**src/rtl/pipe_hazard_ctrl_pkg.sv**
```systemverilog
// Shared pipeline-control types: controller states, register-number width
// and a saturating increment used by the optional performance counters.
package pipe_hazard_ctrl_pkg;

    localparam int REG_W = 3;

    typedef enum logic [1:0] {
        RUN    = 2'd0,
        ISTALL = 2'd1,
        DSTALL = 2'd2,
        HALTED = 2'd3
    } state_t;

    function automatic logic [15:0] sat_inc(input logic [15:0] v);
        return (v == 16'hFFFF) ? v : v + 16'd1;
    endfunction

endpackage

```
**src/rtl/pipe_hazard_ctrl_if.sv**
```systemverilog
// Hazard sources from the datapath and the pipeline-register controls
// returned to it; master is the control unit, slave the datapath.
interface pipe_hazard_ctrl_if;
    import pipe_hazard_ctrl_pkg::*;

    logic [REG_W-1:0] id_rs;
    logic [REG_W-1:0] id_rt;
    logic             id_rs_used;
    logic             id_rt_used;
    logic [REG_W-1:0] ex_rd;
    logic             ex_memtoreg;
    logic             ex_regwrite;
    logic             ex_redirect;
    logic             imem_stall;
    logic             imem_done;
    logic             dmem_stall;
    logic             wb_halt;

    logic pc_en;
    logic ifid_en;
    logic idex_en;
    logic exmem_en;
    logic memwb_en;
    logic ifid_valid;
    logic idex_valid;
    logic memwb_valid;
    logic imem_cancel;
    logic halted;

    modport master (
        input  id_rs, id_rt, id_rs_used, id_rt_used,
        input  ex_rd, ex_memtoreg, ex_regwrite, ex_redirect,
        input  imem_stall, imem_done, dmem_stall, wb_halt,
        output pc_en, ifid_en, idex_en, exmem_en, memwb_en,
        output ifid_valid, idex_valid, memwb_valid,
        output imem_cancel, halted
    );

    modport slave (
        output id_rs, id_rt, id_rs_used, id_rt_used,
        output ex_rd, ex_memtoreg, ex_regwrite, ex_redirect,
        output imem_stall, imem_done, dmem_stall, wb_halt,
        input  pc_en, ifid_en, idex_en, exmem_en, memwb_en,
        input  ifid_valid, idex_valid, memwb_valid,
        input  imem_cancel, halted
    );

endinterface

```
**src/rtl/pipe_hazard_ctrl_hazard_detect.sv**
```systemverilog
// Load-use compare: the ID instruction reads a register that the load
// currently in EX has not produced yet.
module hazard_detect
    import pipe_hazard_ctrl_pkg::*;
(
    input  logic [REG_W-1:0] rs,
    input  logic [REG_W-1:0] rt,
    input  logic             rs_used,
    input  logic             rt_used,
    input  logic [REG_W-1:0] rd,
    input  logic             memtoreg,
    input  logic             regwrite,
    output logic             hazard
);

    assign hazard = memtoreg & regwrite &
                    ((rs_used & (rs == rd)) |
                     (rt_used & (rt == rd)));

endmodule

```
**src/rtl/pipe_hazard_ctrl.sv**
```systemverilog
// Pipeline hold/bubble sequencer for load-use, I/D memory stalls, redirects
// and halt. Optional perf counters under PIPE_HAZARD_CTRL_PERF_EN.
module pipe_hazard_ctrl
    import pipe_hazard_ctrl_pkg::*;
(
    input  logic clk,
    input  logic rst_n,
    pipe_hazard_ctrl_if.master bus
`ifdef PIPE_HAZARD_CTRL_PERF_EN
    ,
    output logic [15:0] perf_lu_cnt,
    output logic [15:0] perf_istall_cnt,
    output logic [15:0] perf_dstall_cnt,
    output logic [15:0] perf_flush_cnt
`endif
);

    state_t state;
    state_t state_nx;
    logic   squash_pend;
    logic   squash_nx;
    logic   load_use;

    hazard_detect u_hd (
        .rs       (bus.id_rs),
        .rt       (bus.id_rt),
        .rs_used  (bus.id_rs_used),
        .rt_used  (bus.id_rt_used),
        .rd       (bus.ex_rd),
        .memtoreg (bus.ex_memtoreg),
        .regwrite (bus.ex_regwrite),
        .hazard   (load_use)
    );

    always_ff @(posedge clk or negedge rst_n) begin
        if (!rst_n) begin
            state       <= RUN;
            squash_pend <= 1'b0;
        end else begin
            state       <= state_nx;
            squash_pend <= squash_nx;
        end
    end

    always_comb begin
        state_nx        = state;
        squash_nx       = squash_pend;
        bus.pc_en       = 1'b0;
        bus.ifid_en     = 1'b0;
        bus.idex_en     = 1'b0;
        bus.exmem_en    = 1'b0;
        bus.memwb_en    = 1'b0;
        bus.ifid_valid  = 1'b0;
        bus.idex_valid  = 1'b0;
        bus.memwb_valid = 1'b0;
        bus.imem_cancel = 1'b0;
        bus.halted      = 1'b0;
        if (rst_n) begin
            if (state == HALTED) begin
                bus.halted = 1'b1;
            end else if (bus.dmem_stall) begin
                // Everything upstream holds; WB drains into a bubble.
                bus.memwb_en   = 1'b1;
                bus.ifid_valid = 1'b1;
                bus.idex_valid = 1'b1;
                state_nx       = DSTALL;
            end else begin
                bus.pc_en       = 1'b1;
                bus.ifid_en     = 1'b1;
                bus.idex_en     = 1'b1;
                bus.exmem_en    = 1'b1;
                bus.memwb_en    = 1'b1;
                bus.ifid_valid  = 1'b1;
                bus.idex_valid  = 1'b1;
                bus.memwb_valid = 1'b1;
                state_nx = bus.imem_stall ? ISTALL : RUN;
                // Word from a cancelled fetch enters IF/ID as a bubble.
                if (squash_pend && bus.imem_done) begin
                    bus.ifid_valid = 1'b0;
                    squash_nx      = 1'b0;
                end
                if (bus.ex_redirect) begin
                    bus.ifid_valid = 1'b0;
                    bus.idex_valid = 1'b0;
                    if (state == ISTALL) begin
                        bus.imem_cancel = 1'b1;
                        squash_nx       = 1'b1;
                    end
                end else if (load_use) begin
                    bus.pc_en      = 1'b0;
                    bus.ifid_en    = 1'b0;
                    bus.idex_valid = 1'b0;
                    squash_nx      = squash_pend;
                end else if (bus.imem_stall) begin
                    bus.pc_en      = 1'b0;
                    bus.ifid_valid = 1'b0;
                end
                if (bus.wb_halt) begin
                    state_nx = HALTED;
                end
            end
        end
    end

`ifdef PIPE_HAZARD_CTRL_PERF_EN
    logic active;
    logic dst_win;
    logic flush_win;
    logic lu_win;
    logic ist_win;

    assign active    = (state != HALTED);
    assign dst_win   = active & bus.dmem_stall;
    assign flush_win = active & ~bus.dmem_stall & bus.ex_redirect;
    assign lu_win    = active & ~bus.dmem_stall & ~bus.ex_redirect
                     & load_use;
    assign ist_win   = active & ~bus.dmem_stall & ~bus.ex_redirect
                     & ~load_use & bus.imem_stall;

    always_ff @(posedge clk or negedge rst_n) begin
        if (!rst_n) begin
            perf_lu_cnt     <= 16'd0;
            perf_istall_cnt <= 16'd0;
            perf_dstall_cnt <= 16'd0;
            perf_flush_cnt  <= 16'd0;
        end else begin
            if (lu_win)    perf_lu_cnt     <= sat_inc(perf_lu_cnt);
            if (ist_win)   perf_istall_cnt <= sat_inc(perf_istall_cnt);
            if (dst_win)   perf_dstall_cnt <= sat_inc(perf_dstall_cnt);
            if (flush_win) perf_flush_cnt  <= sat_inc(perf_flush_cnt);
        end
    end
`endif

endmodule
```
**src/flat_wrapper.sv**
```systemverilog
// flat-port wrapper written by rule: the top's interface ports become plain ports
module pipe_hazard_ctrl_flat import pipe_hazard_ctrl_pkg::*;
  (clk, rst_n, bus_id_rs, bus_id_rt, bus_id_rs_used, bus_id_rt_used, bus_ex_rd, bus_ex_memtoreg, bus_ex_regwrite, bus_ex_redirect, bus_imem_stall, bus_imem_done, bus_dmem_stall, bus_wb_halt, bus_pc_en, bus_ifid_en, bus_idex_en, bus_exmem_en, bus_memwb_en, bus_ifid_valid, bus_idex_valid, bus_memwb_valid, bus_imem_cancel, bus_halted);
  pipe_hazard_ctrl_if bus_i ();
  input  logic clk;
  input  logic rst_n;
  input wire logic [$bits(bus_i.id_rs)-1:0] bus_id_rs;
  input wire logic [$bits(bus_i.id_rt)-1:0] bus_id_rt;
  input wire logic [$bits(bus_i.id_rs_used)-1:0] bus_id_rs_used;
  input wire logic [$bits(bus_i.id_rt_used)-1:0] bus_id_rt_used;
  input wire logic [$bits(bus_i.ex_rd)-1:0] bus_ex_rd;
  input wire logic [$bits(bus_i.ex_memtoreg)-1:0] bus_ex_memtoreg;
  input wire logic [$bits(bus_i.ex_regwrite)-1:0] bus_ex_regwrite;
  input wire logic [$bits(bus_i.ex_redirect)-1:0] bus_ex_redirect;
  input wire logic [$bits(bus_i.imem_stall)-1:0] bus_imem_stall;
  input wire logic [$bits(bus_i.imem_done)-1:0] bus_imem_done;
  input wire logic [$bits(bus_i.dmem_stall)-1:0] bus_dmem_stall;
  input wire logic [$bits(bus_i.wb_halt)-1:0] bus_wb_halt;
  output wire logic [$bits(bus_i.pc_en)-1:0] bus_pc_en;
  output wire logic [$bits(bus_i.ifid_en)-1:0] bus_ifid_en;
  output wire logic [$bits(bus_i.idex_en)-1:0] bus_idex_en;
  output wire logic [$bits(bus_i.exmem_en)-1:0] bus_exmem_en;
  output wire logic [$bits(bus_i.memwb_en)-1:0] bus_memwb_en;
  output wire logic [$bits(bus_i.ifid_valid)-1:0] bus_ifid_valid;
  output wire logic [$bits(bus_i.idex_valid)-1:0] bus_idex_valid;
  output wire logic [$bits(bus_i.memwb_valid)-1:0] bus_memwb_valid;
  output wire logic [$bits(bus_i.imem_cancel)-1:0] bus_imem_cancel;
  output wire logic [$bits(bus_i.halted)-1:0] bus_halted;
  assign bus_i.id_rs = bus_id_rs;
  assign bus_i.id_rt = bus_id_rt;
  assign bus_i.id_rs_used = bus_id_rs_used;
  assign bus_i.id_rt_used = bus_id_rt_used;
  assign bus_i.ex_rd = bus_ex_rd;
  assign bus_i.ex_memtoreg = bus_ex_memtoreg;
  assign bus_i.ex_regwrite = bus_ex_regwrite;
  assign bus_i.ex_redirect = bus_ex_redirect;
  assign bus_i.imem_stall = bus_imem_stall;
  assign bus_i.imem_done = bus_imem_done;
  assign bus_i.dmem_stall = bus_dmem_stall;
  assign bus_i.wb_halt = bus_wb_halt;
  assign bus_pc_en = bus_i.pc_en;
  assign bus_ifid_en = bus_i.ifid_en;
  assign bus_idex_en = bus_i.idex_en;
  assign bus_exmem_en = bus_i.exmem_en;
  assign bus_memwb_en = bus_i.memwb_en;
  assign bus_ifid_valid = bus_i.ifid_valid;
  assign bus_idex_valid = bus_i.idex_valid;
  assign bus_memwb_valid = bus_i.memwb_valid;
  assign bus_imem_cancel = bus_i.imem_cancel;
  assign bus_halted = bus_i.halted;
  pipe_hazard_ctrl u_core (.clk(clk), .rst_n(rst_n), .bus(bus_i));
endmodule
```
**config.mk**
```make
export PLATFORM = sky130hd
export DESIGN_NAME = pipe_hazard_ctrl_flat
export DESIGN_NICKNAME = d
export VERILOG_FILES = /design/src/rtl/pipe_hazard_ctrl_pkg.sv /design/src/rtl/pipe_hazard_ctrl_if.sv /design/src/rtl/pipe_hazard_ctrl_hazard_detect.sv /design/src/rtl/pipe_hazard_ctrl.sv /design/src/flat_wrapper.sv
export SDC_FILE = /design/constraint.sdc
export NUM_CORES = 1
export LEC_CHECK = 0
export BUFFER_PORTS_ARGS = -buffer_cell sky130_fd_sc_hd__buf_2
export CAP_MARGIN = 25
export CORE_AREA = 4 4 41 43
export CTS_BUF_LIST = sky130_fd_sc_hd__clkbuf_8 sky130_fd_sc_hd__clkbuf_16
export CTS_CLUSTER_SIZE = 12
export DETAILED_ROUTE_END_ITERATION = 16
export DIE_AREA = 0 0 45 47
export PLACE_DENSITY = 0.66
export SLEW_MARGIN = 20
export SYNTH_ARGS = -nofsm -noshare
export SYNTH_HDL_FRONTEND = slang
export SYNTH_SLANG_ARGS = --single-unit
```
**constraint.sdc**
```tcl
create_clock -name clk -period 2.7 [get_ports clk]
set_input_delay 0.54 -clock clk [delete_from_list [all_inputs] [get_ports clk]]
set_output_delay 0.54 -clock clk [all_outputs]
set_load 0.1 [all_outputs]
```
# [Yosys cells after proc, flatten, opt, wreduce, memory -nomap -nowiden]
# Cells that the tools add are included.
[op_classes] magnitude_cmp=0 shift=0 bitwise_logic=7 n_eq_ne=5 reduce_logical=3 div_mod_pow=0 add_sub_neg=0 n_mul=0 muxes=41
[ops] op="1-bit two-way mux" n=39
[ops] op="3-bit == test" n=2
[ops] op="1-bit bitwise AND" n=4
[ops] op="2-bit two-way mux" n=2
[ops] op="4-bit AND reduction" n=1
[ops] op="2-bit by 1-bit == test with 1-bit output, second input constant" n=1
[ops] op="2-bit == test, second input constant" n=1
[ops] op="2-bit inequality test, second input constant" n=1
[ops] op="1-bit NOT" n=2
[ops] op="2-bit AND reduction" n=1
[ops] op="1-bit logical AND" n=1
[ops] op="1-bit OR" n=1
[word_totals] ram_bits=0 latchBits=0 rom_bits=0 register_bits=3 mem_count=0

# [Depth between registers and ports, before layout]
# Gate-level depths: netlist of the first run.
[depth] word_depth=9 depth_mapped=5

# [Cells and area by module]
# From an unflattened synthesis of the first run, not the netlist that was laid out.
[unflattened] hier_cells=39 hier_area_um2=304.0
[by_module_without_submodules] module="pipe_hazard_ctrl" area_per_inst_um2=230.2 seq_area_each_um2=75.1 cells_each=29 instances=1
[by_module_without_submodules] module="hazard_detect" area_per_inst_um2=73.8 seq_area_each_um2=0.0 cells_each=10 instances=1

# [Worst setup path after synthesis of the first run]
# OpenSTA, ideal clock, no wires.
[synth_timing] path_kind="in2out" from="in rst_n" to="out bus_pc_en" setup_slack_ns=-1.560 arrival_time_ns=3.720 stages=3 path_cell_list="a21boi_4 -> nand2_1 -> o31ai_1"
[synth_via] elab_chain_len=1
[synth_lines] element="from (decl)" line="flat_wrapper.sv:6" text="input logic rst_n;"
[synth_lines] element="1-bit two-way mux" line="pipe_hazard_ctrl.sv:58" text="if (rst_n) begin"
[synth_lines] element="to (decl)" line="flat_wrapper.sv:19" text="output wire logic [$bits(bus_i.pc_en)-1:0] bus_pc_en;"
# Every way passes these cells.

# [Worst setup path in the final report of the first run]
# Ends and elaborated chain as after synthesis.

==> flow_summary.toml, run 1 <==
[logic_synthesis]
async_reset_ff_share_pct = 100
synthTopCellsByArea = "dfrtp_1 23%, xnor2_1 16%, nand2_1 6.8%"
synth_edf_count = 0
yosys-top-cells-count = "6 x nand2_1, 6 x xnor2_1, 4 x a21oi_1, 4 x inv_1"
syn_inst = 42
yosysUniqueCellTypes = 20
seq_area_frac_synth_pct = 22.7
syn-num-nets = 62
yosys_warnings = 0
ys_ff_latch = 3
synth_top_area_share_pct = 22.7
syn-cell-area_um2 = 330
synth_ff_type = "dfrtp_1"
synth_top_area_cell = "dfrtp_1"
synth_area_per_cell_um2 = 7.86

[cts]
cts_hold_buf = 0
clkTransAtPathRegs_ns = 0.03
ctsHtreeMaxLevel = 1
cts_buffer_depth = 2
cts_resized = 0
insertion_delay_ns = 0.21
clockRootBuffer = "clkbuf_8"
clock_sinks = 3
cts-buffers-inserted = 3
cts_tree = "built"
cts_setup_buffers = 0

[run]
cap_violations = 0

[timing]
tightest_slew_ns = 0.540
fmax_mhz = 421
max-slew-margin-rel_pct = 64.0
skew_ns = 0.00163
layout_min_cycle_time_ns = 2.38
post-route-period-util_pct = 88.0
setup_ws_ns = 0.324
maxSlewViolCount = 0
rsz0062_at_grt = "no"
setup_tns_ns = 0
hold_viol = 0
setup_viol = 0

[detailed_routing]
ant_nets = 0
vias = 418
drc = 0
first_pass_iters = 3
drt_iter0_drc = 7
wl_per_cell_um = 10.5
vias_per_cell = 4.75
drt_wl_total_um = 926

[placement]
port_buffers = 29
dp_slack_ns = 0.297
place_hpwl_um = 825
postPlaceCellArea_um2 = 538
place.gp.congestion = 0.772
placed_cells = 84

[die]
pin_count = 30
core_um2 = 1300
die_h_um = 47
start_util_pct = 25.4
die_w_um = 45
num_rows = 13
die-area_um2 = 2120

[worst_setup_path]
crit_start = "rst_n"
crit_path_end_kind = "primary output"
critical_path_class = "input pin to primary output"
max_stage_delay_ns = 0.45
crit_arrival_ns = 1.84
cp_slowest_cell = "buf_2"
critical_path_required_ns = 2.16
startpoint_type = "input pin"
r2r-end = "u_core.squash_pend$_DFFE_PN0P_"
cp_cell_sequence = "buf_2, a21boi_4, nand2_2, clkinvlp_4, nand2_1, o31ai_4, buf_2"
path_max_fanout = 7
r2r-start = "u_core.state[1]$_DFFE_PN0P_"
cpMostUsedCell = "buf_2"
r2r_cells = 4
rrSetupSlack_ns = 1.36

[outcome]
status = "finished, final reports clean"

[worst_hold_path]
hold_path.class = "input pin to async pin"

[final_layout]
fill_cells = 147
layout-drive-gt1-share_pct = 54.8
area_delta_synth_final_pct = 76.5
design_area_um2 = 583
nets = 94
fin_util_pct = 44.8
instances_no_fill = 88
n_antenna_cell = 0

[global_routing]
grt_overflow = 0
grt_pass1_wl_um = 1400
grt_pass1_vias = 362
antenna_found_initial = 0
grt_max_degree = 8
track_usage_pct = 9.41

[power_and_ir_drop]
p_leak_uw = 0.000280
ir_drop_mv = 0.319
power.density_nw_per_um2 = 744
[logic make-up (layout without fill, tap and decap cells)]
| logic type | count (synthesis) | in the layout | share of synthesized area (%) |
|---|---|---|---|
| xor+xnor | 6 | 6 | 15.9 |
| flops | 3 | 3 | 22.7 |
| mux | 1 | 1 | 3.41 |
| buf+inv | 6 | 37 | 9.09 |
| compound gates | 13 | 13 | 29.2 |
| simple gates | 13 | 13 | 19.7 |
[placed cells by master, fill, tap and decap left out, types with 2 or more instances in the layout]
cell type	instances
a21oi_1	3
buf_2	29
clkbuf_8	3
dfrtp_1	3
inv_1	4
nand2_1	5
nand4_1	2
nor2_1	3
xnor2_1	6
[worst max path at each step]
stage	end	slack [ns]	cells past startpoint
CTS	bus_pc_en	0.29	7
detailed placement	bus_pc_en	0.30	7
global placement	bus_pc_en	0.31	7
floorplan	bus_pc_en	-0.21	3
finish	bus_pc_en	0.32	7
global route	bus_pc_en	0.23	7
[worst max-delay path: cells and delay by family]
kind / cells / cell delay (ns)
and+or+nand+nor: 2 / 0.25
AOI/OAI and AO/OA: 2 / 0.33
buffers and inverters: 3 / 0.71
[layout make-up]
class	instances	area [um^2]	share of cell area (%)
tap	15	18.8	3.22
clock buffer	3	41.3	7.08
sequential	3	75.1	12.9
clock inverter	1	3.75	0.644
inverter	4	18.8	3.22
timing repair buffer	29	145	24.9
multi-input combinational	33	280	48.1
[sequential cells by signal, summed over array words and instances (netlist names)]
register	flops
u_core.state	2
u_core.squash_pend	1
[layer usage]
layer	global-route usage, %	up-vias	share of wire (%)
met5	0	-	0
met4	5.26	0	0
met3	3.83	0	10
met2	16.1	19	50
met1	9.79	186	39
li1	-	213	-
[stage by stage]
stage          hold slack (ns)  total power, uW
2_1_floorplan            0.244              276
3_3_place_gp             0.361              312
3_5_place_dp             0.360              313
4_1_cts                  0.136              441
5_1_grt                  0.138              458
6_report                 0.139              434
[power by group]
group | total, uW | internal, uW | switching [uW]
sequential | 65.6 | 53.7 | 11.9
combinational | 246 | 53.6 | 192
clock | 123 | 96.5 | 26.2
(Power assumes the default switching activity.)
==> inputs of run 2 (changes only) <==
CTS_BUF_LIST = sky130_fd_sc_hd__clkbuf_4   (was sky130_fd_sc_hd__clkbuf_8 sky130_fd_sc_hd__clkbuf_16)
==> run 2 against run 1 <==
Via count stayed put. Largest power group unchanged. Global-route usage is 0.23 points lower. Worst setup slack worse by 0.0020 ns. Critical path type unchanged. Combinational power hardly changed. Die area unchanged. Critical path depth unchanged. Fmax about the same. Final cell count stayed put.
==> flow_summary.toml, run 2 (synthesized netlist as in run 1, its figures left out) <==
[global_routing]
grt_max_degree = 8
track_usage_pct = 9.18
grt_pass1_wl_um = 1400
grt_overflow = 0
antenna_found_initial = 0
grt_pass1_vias = 361

[final_layout]
final_common_cell = "buf_2"
top_register = "u_core.state"
largest_reg_flops = 2
n_antenna_cell = 0
area_delta_synth_final_pct = 72.0
layout_common_cells = "29 x buf_2, 6 x xnor2_1, 5 x nand2_1"
nets = 94
top_regs = "u_core.state: 2 flops, u_core.squash_pend: 1 flops"
layout-drive-gt1-share_pct = 56.2
fin_util_pct = 43.7

[power_and_ir_drop]
p_leak_uw = 0.000271
power.density_nw_per_um2 = 699
ir_drop_mv = 0.336
share_seq_of_total_power_pct = 16.5
power_switching_share_pct = 56.6
clockPowerShare_pct = 21.7
p_comb_share_pct = 61.9
power_uw = 397
p_int_uw = 172
p_sw_uw = 224

[die]
start_util_pct = 25.4
core_um2 = 1300
die_w_um = 45
pin_count = 30
num_rows = 13
die_h_um = 47
die-area_um2 = 2120

[timing]
skew_ns = 0.00476
setup_tns_ns = 0
setup_viol = 0
fmax_mhz = 421
maxSlewViolCount = 0
tightest_slew_ns = 0.540
hold_viol = 0
holdWs_ns = 0.122
max-slew-margin-rel_pct = 64.0
layout_min_cycle_time_ns = 2.38
rsz0062_at_grt = "no"
post-route-period-util_pct = 88.1
setup_ws_ns = 0.322

[worst_setup_path]
startpoint_type = "input pin"
critical_path_class = "input pin to primary output"
critPathCapture = "bus_pc_en"
rrSetupSlack_ns = 1.37
crit_arrival_ns = 1.84
r2r-start = "u_core.state[1]$_DFFE_PN0P_"
path_max_fanout = 7
crit_start = "rst_n"
r2r-end = "u_core.squash_pend$_DFFE_PN0P_"
critical_path_required_ns = 2.16
crit_path_end_kind = "primary output"
r2r_cells = 4

[placement]
place.gp.congestion = 0.772
port_buffers = 29
dp_slack_ns = 0.297
place_hpwl_um = 825

[detailed_routing]
drc = 0
vias = 418
ant_nets = 0
wl_per_cell_um = 10.3
drt_iter0_drc = 8
vias_per_cell = 4.75
first_pass_iters = 2
drt_wl_total_um = 905

[cts]
ctsHtreeMaxLevel = 1
insertion_delay_ns = 0.23
cts_resized = 0
cts_buffer_depth = 2
cts-buffers-inserted = 3
clockRootBuffer = "clkbuf_4"
cts_setup_buffers = 0
clock_sinks = 3
cts_tree = "built"
clkTransAtPathRegs_ns = 0.04
cts_hold_buf = 0

[worst_hold_path]
hold_path.class = "input pin to async pin"

[run]
cap_violations = 0

[outcome]
status = "finished, final reports clean"
run 2: cell types whose count changed in the layout (fill, tap and decap cells not counted):
cell,before,now
clkbuf_4,0,4
inv_1,4,3
clkbuf_8,3,0
run 2: layer usage:
layer  global-route usage, %  wire [um]  vias up
li1                        -          -      214
met1                    9.36        349      188
met2                    16.7        470       16
met3                    3.83         85        0
met4                    3.51          0        0
met5                       0          0        -
run 2: power by group through the flow:
| stage | clock, uW | sequential [uW] | combinational, uW |
|---|---|---|---|
| 2_1_floorplan | 0 | 64.0 | 212 |
| 3_3_place_gp | 0 | 65.5 | 247 |
| 3_5_place_dp | 0 | 66.0 | 247 |
| 4_1_cts | 89.2 | 65.4 | 248 |
| 5_1_grt | 99.6 | 66.3 | 256 |
| 6_report | 86.0 | 65.4 | 246 |
run 2: how the worst min path moves through the flow:
stage / startpoint / endpoint / slack (ns) / cells past startpoint
floorplan: rst_n / u_core.squash_pend$_DFFE_PN0P_ / 0.24 / 0
global placement: rst_n / u_core.state[0]$_DFFE_PN0P_ / 0.36 / 1
detailed placement: rst_n / u_core.state[1]$_DFFE_PN0P_ / 0.36 / 1
CTS: rst_n / u_core.state[1]$_DFFE_PN0P_ / 0.12 / 1
global route: rst_n / u_core.state[1]$_DFFE_PN0P_ / 0.11 / 1
finish: rst_n / u_core.state[1]$_DFFE_PN0P_ / 0.12 / 1
run 2: worst max-delay path, cell delays in order:
cell and delay [ns]:
buf_2 0.15, a21boi_4 0.27, nand2_2 0.16, clkinvlp_4 0.11
nand2_1 0.09, o31ai_4 0.06, buf_2 0.45
run 2: area by class of cell:
cell class                      instances  area [um^2]
Fill cell                             144          733
Multi-Input combinational cell         33          280
Inverter                                4         18.8
Clock buffer                            4         30.0
Sequential cell                         3         75.1
Tap cell                               15         18.8
Timing Repair Buffer                   29          145
run 2: metrics by stage:
stage / cell area (um^2) / std cells
after CTS: 568 / 88
after floorplan: 397 / 42
after detailed placement: 538 / 84
final: 568 / 88
after global placement: 538 / 84
after global routing: 568 / 88
